===== config.mk =====
export PLATFORM = sky130hd
export DESIGN_NAME = mult_div_ctrl
export DESIGN_NICKNAME = d
export VERILOG_FILES = /design/src/rtl/mult_div_pkg.sv /design/src/rtl/mult_div_step.sv /design/src/rtl/mult_div_ctrl.sv
export SDC_FILE = /design/constraint.sdc
export NUM_CORES = 1
export LEC_CHECK = 0
export CAP_MARGIN = 30
export CORE_ASPECT_RATIO = 0.9
export CORE_MARGIN = 5
export CORE_UTILIZATION = 40
export DETAILED_ROUTE_END_ITERATION = 7
export GPL_TIMING_DRIVEN = 0
export PLACE_DENSITY = 0.59
export SKIP_CTS_REPAIR_TIMING = 1
export SYNTH_ARGS = -nofsm -noshare
export SYNTH_HDL_FRONTEND = slang
export SYNTH_SLANG_ARGS = --single-unit

===== constraint.sdc =====
create_clock -name clk -period 3.55 [get_ports clk]
set_input_delay 0.71 -clock clk [delete_from_list [all_inputs] [get_ports clk]]
set_output_delay 0.71 -clock clk [all_outputs]
set_load 0.01 [all_outputs]

===== src/rtl/mult_div_pkg.sv =====
// Shared definitions for the iterative multiply/divide sequencer.
// UNSIGNED_OPS_EN (optional macro) enables MULTU/DIVU via op_sel[1].
package mult_div_pkg;

  typedef enum logic [1:0] {
    ST_IDLE,
    ST_RUN,
    ST_FIXUP,
    ST_DONE
  } state_t;

  localparam int unsigned OP_DIV_BIT = 0;
  localparam int unsigned OP_UNS_BIT = 1;
  localparam logic        OP_MULT    = 1'b0;
  localparam logic        OP_DIV     = 1'b1;

  localparam int unsigned DATA_W_DEF = 32;

  function automatic int unsigned cnt_width(input int unsigned dw);
    return $clog2(dw + 1);
  endfunction

  localparam int unsigned CNT_W = cnt_width(DATA_W_DEF);

endpackage


===== src/rtl/mult_div_step.sv =====
// One iteration of the sequencer: MULT add-and-shift-right or DIV restoring
// trial subtract on the {acc_hi, acc_lo} accumulator. Purely combinational.
module mult_div_step #(
  parameter int unsigned DATA_W = 32
) (
  input  logic              is_div,
  input  logic [DATA_W-1:0] acc_hi,
  input  logic [DATA_W-1:0] acc_lo,
  input  logic [DATA_W-1:0] opnd,
  output logic [DATA_W-1:0] step_hi,
  output logic [DATA_W-1:0] step_lo
);

  logic [DATA_W:0] sum;
  logic [DATA_W:0] shifted;
  logic            ge;

  always_comb begin
    sum     = {1'b0, acc_hi} + (acc_lo[0] ? {1'b0, opnd} : '0);
    shifted = {acc_hi, acc_lo[DATA_W-1]};
    ge      = (shifted >= {1'b0, opnd});
    if (is_div) begin
      // Partial remainder stays below the divisor, so the W-bit difference is exact.
      step_hi = ge ? (shifted[DATA_W-1:0] - opnd) : shifted[DATA_W-1:0];
      step_lo = {acc_lo[DATA_W-2:0], ge};
    end else begin
      step_hi = sum[DATA_W:1];
      step_lo = {sum[0], acc_lo[DATA_W-1:1]};
    end
  end

endmodule


===== src/rtl/mult_div_ctrl.sv =====
// Iterative MULT/DIV sequencer with HI/LO registers and mthi/mtlo write port.
// Optional macro UNSIGNED_OPS_EN: op_sel[1]=1 selects MULTU/DIVU.
module mult_div_ctrl
  import mult_div_pkg::*;
#(
  parameter int unsigned DATA_W = 32
) (
  input  logic              clk,
  input  logic              reset,
  input  logic              start,
  input  logic [1:0]        op_sel,
  input  logic [DATA_W-1:0] src_a,
  input  logic [DATA_W-1:0] src_b,
  input  logic              hi_wr,
  input  logic              lo_wr,
  input  logic [DATA_W-1:0] wdata,
  output logic              busy,
  output logic              done,
  output logic              div_zero,
  output logic [DATA_W-1:0] hi_out,
  output logic [DATA_W-1:0] lo_out
);

  localparam int unsigned CW = cnt_width(DATA_W);

  state_t state, state_nx;

  logic [CW-1:0]       cnt;
  logic [DATA_W-1:0]   acc_hi, acc_lo, opnd;
  logic [DATA_W-1:0]   step_hi, step_lo;
  logic [DATA_W-1:0]   hi_q, lo_q, res_hi, res_lo;
  logic [DATA_W-1:0]   mag_a, mag_b;
  logic [2*DATA_W-1:0] prod;
  logic                is_div, neg_res, neg_rem, div_zero_q;
  logic                accepting, accept, op_div, op_uns, sign_a, sign_b, zero_div;

  assign accepting = (state == ST_IDLE) || (state == ST_DONE);
  assign accept    = accepting && start;
  assign op_div    = (op_sel[OP_DIV_BIT] == OP_DIV);
`ifdef UNSIGNED_OPS_EN
  assign op_uns    = op_sel[OP_UNS_BIT];
`else
  assign op_uns    = op_sel[OP_UNS_BIT] & 1'b0;
`endif
  assign sign_a    = !op_uns && src_a[DATA_W-1];
  assign sign_b    = !op_uns && src_b[DATA_W-1];
  assign mag_a     = sign_a ? -src_a : src_a;
  assign mag_b     = sign_b ? -src_b : src_b;
  assign zero_div  = op_div && (src_b == '0);

  always_comb begin
    state_nx = state;
    unique case (state)
      ST_IDLE:  if (accept) state_nx = zero_div ? ST_DONE : ST_RUN;
      ST_RUN:   if (cnt == CW'(1)) state_nx = ST_FIXUP;
      ST_FIXUP: state_nx = ST_DONE;
      ST_DONE:  state_nx = accept ? (zero_div ? ST_DONE : ST_RUN) : ST_IDLE;
      default:  state_nx = ST_IDLE;
    endcase
  end

  always_ff @(posedge clk) begin
    if (reset) state <= ST_IDLE;
    else       state <= state_nx;
  end

  mult_div_step #(
    .DATA_W (DATA_W)
  ) u_step (
    .is_div  (is_div),
    .acc_hi  (acc_hi),
    .acc_lo  (acc_lo),
    .opnd    (opnd),
    .step_hi (step_hi),
    .step_lo (step_lo)
  );

  assign prod = {acc_hi, acc_lo};

  always_comb begin
    res_hi = acc_hi;
    res_lo = acc_lo;
    if (is_div) begin
      res_lo = neg_res ? -acc_lo : acc_lo;
      res_hi = neg_rem ? -acc_hi : acc_hi;
    end else begin
      {res_hi, res_lo} = neg_res ? -prod : prod;
    end
  end

  always_ff @(posedge clk) begin
    if (reset) begin
      cnt        <= '0;
      acc_hi     <= '0;
      acc_lo     <= '0;
      opnd       <= '0;
      hi_q       <= '0;
      lo_q       <= '0;
      is_div     <= 1'b0;
      neg_res    <= 1'b0;
      neg_rem    <= 1'b0;
      div_zero_q <= 1'b0;
    end else if (accept) begin
      // Multiplier shifts out of acc_lo; dividend shifts out of acc_lo.
      div_zero_q <= zero_div;
      cnt        <= CW'(DATA_W);
      acc_hi     <= '0;
      is_div     <= op_div;
      neg_res    <= sign_a ^ sign_b;
      neg_rem    <= sign_a;
      acc_lo     <= op_div ? mag_a : mag_b;
      opnd       <= op_div ? mag_b : mag_a;
    end else if (accepting) begin
      if (hi_wr) hi_q <= wdata;
      if (lo_wr) lo_q <= wdata;
    end else if (state == ST_RUN) begin
      acc_hi <= step_hi;
      acc_lo <= step_lo;
      cnt    <= cnt - 1'b1;
    end else if (state == ST_FIXUP) begin
      hi_q <= res_hi;
      lo_q <= res_lo;
    end
  end

  assign busy     = (state == ST_RUN) || (state == ST_FIXUP);
  assign done     = (state == ST_DONE);
  assign div_zero = div_zero_q;
  assign hi_out   = hi_q;
  assign lo_out   = lo_q;

endmodule


== After elaboration in Yosys (flattened, before gate mapping) ==
Cells that the tools add are included.

* Output and inout bits: 67
* Logic and storage cells: 80
* Register bits after elaboration: 172
* Input bits: 103

* $lt $le $gt $ge: 1
* Bitwise logic cells: 3
* Multiplexer cells: 32
* Reduce and logical (&&, ||, !) cells: 14
* Add/subtract/negate cells: 8
* Equality and inequality tests: 10

{| class="wikitable"
|+ Operator list
! operator !! number
|-
| 32-bit 2-to-1 mux || 23
|-
| 32-bit negation || 4
|-
| 64-bit 2-to-1 mux || 1
|-
| 64-bit negation || 1
|-
| 32-bit by 33-bit adder with 33-bit output || 1
|-
| 33-bit by 32-bit >= comparator with 1-bit output || 1
|-
| 32-bit zero test || 1
|-
| 32-bit subtractor || 1
|-
| 6-bit 2-to-1 mux || 3
|-
| 2-bit inequality test, second input constant || 5
|-
| 2-bit 2-to-1 mux || 4
|-
| 2-bit case mux with 4 select lines || 1
|-
| 4-bit AND reduction || 2
|-
| 6-bit by 1-bit equality test with 1-bit output, second input constant || 1
|-
| 2-bit AND reduction || 3
|-
| 6-bit by 1-bit subtractor with 6-bit output, second input constant || 1
|-
| 2-bit equality test, second input constant || 2
|-
| 2-bit nonzero test || 2
|-
| 2-bit by 1-bit equality test with 1-bit output, second input constant || 1
|-
| 1-bit logical AND || 2
|-
| 2-bit zero test || 1
|-
| 1-bit logical OR || 2
|-
| 2-bit by 1-bit inequality test with 1-bit output, second input constant || 1
|-
| 1-bit inverter || 2
|-
| 2 further kinds || 2
|}

== Longest topological paths before layout ==
Gate-level depths: netlist of the first run.

* Depth in word-level cells: 6
* Gate-level depth with buffers: 14
* Gate-level depth less buffers: 13

== Modules after synthesis ==
A second synthesis of the first run with hierarchy kept.

* Cell total of the unflattened synthesis: 2126
* Area total of the unflattened synthesis: 15856.5 µm²

{| class="wikitable"
|+ By module, submodules not included
! module !! area each (µm²) !! instances !! cells each !! seq. area each (µm²)
|-
| mult_div_ctrl || 10989.3 || 1 || 1421 || 3443.3
|-
| mult_div_step || 4867.2 || 1 || 705 || 0.0
|}

== Worst setup path before layout of the first run ==
No wires, ideal clock.

* Path type: flip-flop to flip-flop
* Start point: register acc_lo[9]
* End point: register hi_q[12] (netlist: hi_out[12])
* Clock period less this slack: 3359 ps
* Data required time: 3435 ps
* Cell stages (with the launch flop): 11
* Arrival: 3244 ps
* Path slack: 191 ps
* Library setup time: 115 ps
* Cell sequence: dfxtp_1 -> buf_6 -> or4_4 -> or4_4 -> or4_4 -> buf_6 -> or4_4 -> nor4_4 -> nor3_1 -> xnor2_1 -> a2111oi_0

* Longest elaborated chain between the ends: 6

{| class="wikitable"
|+ Ends and longest elaborated chain
! element !! line !! RTL
|-
| start, declared || mult_div_ctrl.sv:29 || <nowiki>logic [DATA_W-1:0] acc_hi, acc_lo, opnd;</nowiki>
|-
| start signal, assigned || mult_div_ctrl.sv:111 || <nowiki>acc_lo <= op_div ? mag_a : mag_b;</nowiki>
|-
| start signal, assigned || mult_div_ctrl.sv:118 || <nowiki>acc_lo <= step_lo;</nowiki>
|-
| 64-bit negation || mult_div_ctrl.sv:87 || <nowiki>{res_hi, res_lo} = neg_res ? -prod : prod;</nowiki>
|-
| 64-bit 2-to-1 mux || mult_div_ctrl.sv:87 ||
|-
| 32-bit 2-to-1 mux || mult_div_ctrl.sv:83 || <nowiki>if (is_div) begin</nowiki>
|-
| 32-bit 2-to-1 mux || mult_div_ctrl.sv:120 || <nowiki>end else if (state == ST_FIXUP) begin</nowiki>
|-
| 32-bit 2-to-1 mux || mult_div_ctrl.sv:116 || <nowiki>end else if (state == ST_RUN) begin</nowiki>
|-
| 32-bit 2-to-1 mux || mult_div_ctrl.sv:113 || <nowiki>end else if (accepting) begin</nowiki>
|-
| end signal, assigned || mult_div_ctrl.sv:114 || <nowiki>if (hi_wr) hi_q <= wdata;</nowiki>
|-
| end signal, assigned || mult_div_ctrl.sv:121 || <nowiki>hi_q <= res_hi;</nowiki>
|-
| end, declared || mult_div_ctrl.sv:31 || <nowiki>logic [DATA_W-1:0] hi_q, lo_q, res_hi, res_lo;</nowiki>
|}

Every way passes these cells. The select of a mux whose other input is x is not followed.
A chain may end at the register's enable or synchronous reset.

== Worst setup path in the final report of the first run ==
Same ends and word-level chain as after synthesis.

==> results of run 1 <==
## power breakdown
group / leakage [nW] / internal (mW) / total (mW) / switching [mW]
logic: 5.30 / 3.15 / 8.24 / 5.09
registers: 1.42 / 2.42 / 3.00 / 0.572
clock network: 0.302 / 1.02 / 2.01 / 0.990
total: 7.02 / 6.60 / 13.3 / 6.65
## cells by family (layout without fill, tap and decap cells)
group / after synthesis / in the layout / synth area share
AOI/OAI and AO/OA: 689 / 689 / 0.301
xor gates and xnor gates: 172 / 172 / 0.101
adders and majority gates: 76 / 76 / 0.0650
buffers and inverters: 207 / 416 / 0.0536
DFF: 172 / 172 / 0.232
muxes: 62 / 62 / 0.0431
and+or+nand+nor: 667 / 667 / 0.204
## routing by layer
metal / vias to the layer above / track usage / routed length, um
li1: 7829 / - / -
met1: 7785 / 0.416 / 28300
met2: 838 / 0.454 / 27000
met3: 138 / 0.0406 / 5270
met4: 2 / 0.105 / 2470
met5: - / 0 / 13
## worst reg2reg max path: cells and delay by family (launching register included)
kind / cells / cell delay (ps)
AND/OR/NAND/NOR: 6 / 2530
flip-flops: 1 / 380
AO/OA/AOI/OAI: 1 / 370
XOR/XNOR: 1 / 150
## cells in the mapped netlist (all sizes together), types with 18 or more instances
cell type,n,share of area
nor2,241,0.061
nand2,212,0.054
a21oi,176,0.059
dfxtp,172,0.23
o21ai,129,0.043
clkbuf,119,0.030
a211oi,99,0.050
xor2,92,0.054
xnor2,80,0.047
ha,74,0.062
inv,67,0.017
o211ai,58,0.029
a21o,54,0.027
mux2i,46,0.031
nor3,41,0.014
nand3,32,0.011
o31ai,29,0.015
a31oi,26,0.011
or4,23,0.013
o22ai,21,0.0088
buf,20,0.0064
o41ai,19,0.013
nand2b,18,0.0076
nand4,18,0.0076
## sequential cells by signal, summed over array words and instances, names as in the netlist
name and flops:
cnt 6, acc_lo 32, hi_out 32, neg_res 1, div_zero 1, opnd 32, state 2, acc_hi 32
neg_rem 1, lo_out 32, is_div 1
## worst paths after layout
kind / end / slack [ps] / depth (start not counted)
setup / recovery: hi_out[12]$_SDFFE_PP0P_ / 9 / 8
hold / removal: hi_out[21]$_SDFFE_PP0P_ / 450 / 1
setup reg to reg: hi_out[12]$_SDFFE_PP0P_ / 9 / 8
hold reg to reg: hi_out[21]$_SDFFE_PP0P_ / 450 / 1
## area by class of cell
class,count,area (sq um)
Clock buffer,17,425
Timing Repair Buffer,180,1770
Tap cell,483,604
Clock inverter,15,193
Buffer,136,542
Sequential cell,172,3460
Multi-Input combinational cell,1666,10800
Fill cell,3737,18900
Inverter,68,255
## stage by stage
stage	power [mW]	hold WS [ps]	setup TNS (ps)	instances
after floorplan	8.07	432	0	2045
after global placement	10.8	434	-45110	2696
after detailed placement	10.9	439	-31320	2697
after CTS	12.9	457	-28000	2729
after global routing	14.1	471	-61.0	2737
final	13.3	454	0	2737
==> flow_summary.toml, run 1 <==
[outcome]
status = "completed"

[finish]
nNetsFinal = 2420
drive_above_1_share = 0.0568
diodes = 0
most-common-layout-cells = "nor2_1, nand2_1, a21oi_1"
layout_commonest_cell = "nor2_1"
fin_util = 0.488
final_area_sq_um = 18000
area_growth_pct = 21.3

[job]
drv_cap = 0

[setup_path]
crit_slowest_cell = "or4_4"
path_class = "reg2reg"
worst_ep_arrival_time_ps = 3880
crit_chain = "or4_4 > or4_4 > or4_4 > or4_4 > nor4_4 > nor3_1 > xnor2_1 > a2111oi_1"
crit_top_cell = "or4_4"
timing.rr.start = "acc_lo[9]$_SDFFE_PP0P_"
critPathMaxStageDelay_ps = 630
path_delay_family = "simple AND/OR/NAND/NOR gates"
startpoint_type = "flip-flop"
startpoint = "acc_lo[9]$_SDFFE_PP0P_"
cp-end-kind = "flip-flop"
critPathMaxFanout = 7
required_ps = 3890
crit_buf_inv = 0

[cts]
cts_root_buf = "clkbuf_16"
cts_tree = "done"
cts-buffers-inserted = 17
clk_latency_ps = 460
clock_sinks = 172
cts_max_level = 4
clockBufferDepth = 2
clk_pin_slew_ps = 70

[route]
ant_nets = 0
viasPerCell = 6.06
wl_um = 63000
wl_per_cell_um = 23.0
vias = 16592
drc = 0
dr.pass1.iters = 7
drt_first_iter_violations = 1790

[timing]
slew_headroom = 0.410
fmax_mhz = 282
drv_slew = 0
clock_skew_ps = 18.5
tightest_slew_ps = 885
fin_ws_ps = 8.79
fin_crit_ps = 3540
min_period_over_period = 0.998
finalSetupViolations = 0
hold_violations = 0
rsz0062_at_grt = "yes"

[power]
leakage_nw = 7.02
peakVddDrop_uv = 356
power_density_nw_per_um2 = 735

[min_path]
hold_path.class = "reg2reg"
hold_start = "hi_out[21]$_SDFFE_PP0P_"

[placed_design]
placed_area_sq_um = 17200
place_congestion = 0.997
dp_hpwl_um = 50700
port_buffers = 168
place_ws_ps = -1140

[global_routing]
grt_remaining_overflow = 0
grt_max_degree = 20
antenna_found_initial = 1
grt_pass1_wl_um = 92800
grt_pass1_vias = 15241
grt_usage = 0.293

[floorplanning]
start_util = 0.402
die_h_um = 193
io_pins = 170
die-area_sq_um = 41100
dieWidth_um = 213
placementRows = 67
core_sq_um = 37000

[logic_synthesis]
syn_nets = 2224
synthArstFlopShare = 0
ys_types = 73
synthFlopType = "dfxtp_1"
synthCells = 2045
synth_area_per_cell_sq_um = 7.27
seq_area_frac_synth = 0.232
synthesis.area_sq_um = 14900
synth_warnings = 0
synth-edff-count = 0
synth-seq-cells = 172
No activity file was read; power rests on OpenSTA's default activity.
==> run 2: changes to the inputs <==
RECOVER_POWER = 50   (was default)
==> flow_summary.toml, run 2 (synthesis results as in run 1) <==
[outcome]
status = "completed"

[route]
wl_um = 63100
ant_nets = 0
drc = 0
dr.pass1.iters = 6
wl_per_cell_um = 23.1
drt_first_iter_violations = 1820
viasPerCell = 6.07
vias = 16626

[placed_design]
place_congestion = 0.997
place_ws_ps = -1140
port_buffers = 168
dp_hpwl_um = 50700
dpl.cell_count = 2697

[setup_path]
timing.rr.start = "acc_lo[9]$_SDFFE_PP0P_"
crit_chain = "or4_4 > or4_4 > or4_4 > or4_4 > nor4_4 > nor3_1 > xnor2_1 > a2111oi_1"
path_class = "reg2reg"
crit_buf_inv = 0
crit_slowest_cell = "or4_4"
startpoint = "acc_lo[9]$_SDFFE_PP0P_"
startpoint_type = "flip-flop"
required_ps = 3880
path_delay_family = "simple AND/OR/NAND/NOR gates"
crit_top_cell = "or4_4"
cp-end-kind = "flip-flop"
critPathMaxFanout = 7
critPathMaxStageDelay_ps = 630
worst_ep_arrival_time_ps = 3860

[finish]
most-common-layout-cells = "nor2_1, nand2_1, a21oi_1"
area_growth_pct = 21.3
diodes = 0
nNetsFinal = 2420
fin_cells = 2737
drive_above_1_share = 0.0563
layout_commonest_cell = "nor2_1"
fin_util = 0.488

[timing]
tightest_slew_ps = 1190
fin_crit_ps = 3530
rsz0062_at_grt = "yes"
fin_ws_ps = 24.7
whs_ps = 448
hold_violations = 0
clock_skew_ps = 18.4
finalSetupViolations = 0
fmax_mhz = 284
slew_headroom = 0.196
min_period_over_period = 0.993
drv_slew = 0

[floorplanning]
io_pins = 170
die-area_sq_um = 41100
core_sq_um = 37000
dieWidth_um = 213
start_util = 0.402
die_h_um = 193
placementRows = 67

[cts]
clockBufferDepth = 2
clk_latency_ps = 450
cts-buffers-inserted = 17
cts_tree = "done"
cts_max_level = 4
cts_root_buf = "clkbuf_16"
clock_sinks = 172
clk_pin_slew_ps = 70

[power]
power_density_nw_per_um2 = 730
peakVddDrop_uv = 347
total_power_mw = 13.2
leakage_nw = 7.21

[global_routing]
grt_remaining_overflow = 0
grt_pass1_wl_um = 92800
grt_pass1_vias = 15241
grt_usage = 0.293
antenna_found_initial = 1
grt_max_degree = 20

[min_path]
hold_path.class = "reg2reg"
hold_start = "hi_out[21]$_SDFFE_PP0P_"

[job]
drv_cap = 0
-- run 2: cell types whose count changed in the layout (fill, tap and decap cells not counted), moves of 3 or more --
| cell | change |
|---|---|
| clkbuf_1 | +4 |
| buf_1 | -3 |
| dlygate4sd3_1 | +68 |
| clkdlybuf4s50_1 | -68 |
-- run 2: final timing paths --
| path | end | slack (ps) | depth (start not counted) |
|---|---|---|---|
| max | hi_out[12]$_SDFFE_PP0P_ | 20 | 8 |
| max reg2reg | hi_out[12]$_SDFFE_PP0P_ | 20 | 8 |
| min reg2reg | hi_out[21]$_SDFFE_PP0P_ | 450 | 1 |
| min | hi_out[21]$_SDFFE_PP0P_ | 450 | 1 |
-- run 2: power breakdown --
part           total [mW]  leakage, nW  internal, mW  switching [mW]
combinational        8.16         5.49          3.07            5.09
sequential           2.99         1.42          2.42           0.563
clock                2.01        0.302          1.02           0.984
-- run 2: stage by stage --
| step | area [sq um] | TNS [ps] |
|---|---|---|
| detailed placement | 17200 | -31320 |
| floorplan | 14900 | 0 |
| CTS | 17800 | -28000 |
| finish | 18000 | 0 |
| global route | 18000 | -69.9 |
| global placement | 17200 | -45110 |
-- run 2: final cells by class --
class	instances	area [sq um]
Clock buffer	17	425
Tap cell	483	604
Fill cell	3738	18900
Multi-Input combinational cell	1666	10800
Clock inverter	15	193
Buffer	136	541
Inverter	68	255
Timing Repair Buffer	180	1770
Sequential cell	172	3460
-- run 2: per-layer routing --
layer	part of all wire	global-route usage
met2	0.43	0.454
met3	0.088	0.0406
met4	0.038	0.105
met5	0.00021	0
met1	0.45	0.416
-- run 2: worst register-to-register path, delay by kind of cell, from the launching register on --
kind,cells,cell delay (ps)
flip-flops,1,380
AND/OR/NAND/NOR,6,2520
AO/OA/AOI/OAI,1,370
XOR/XNOR,1,150
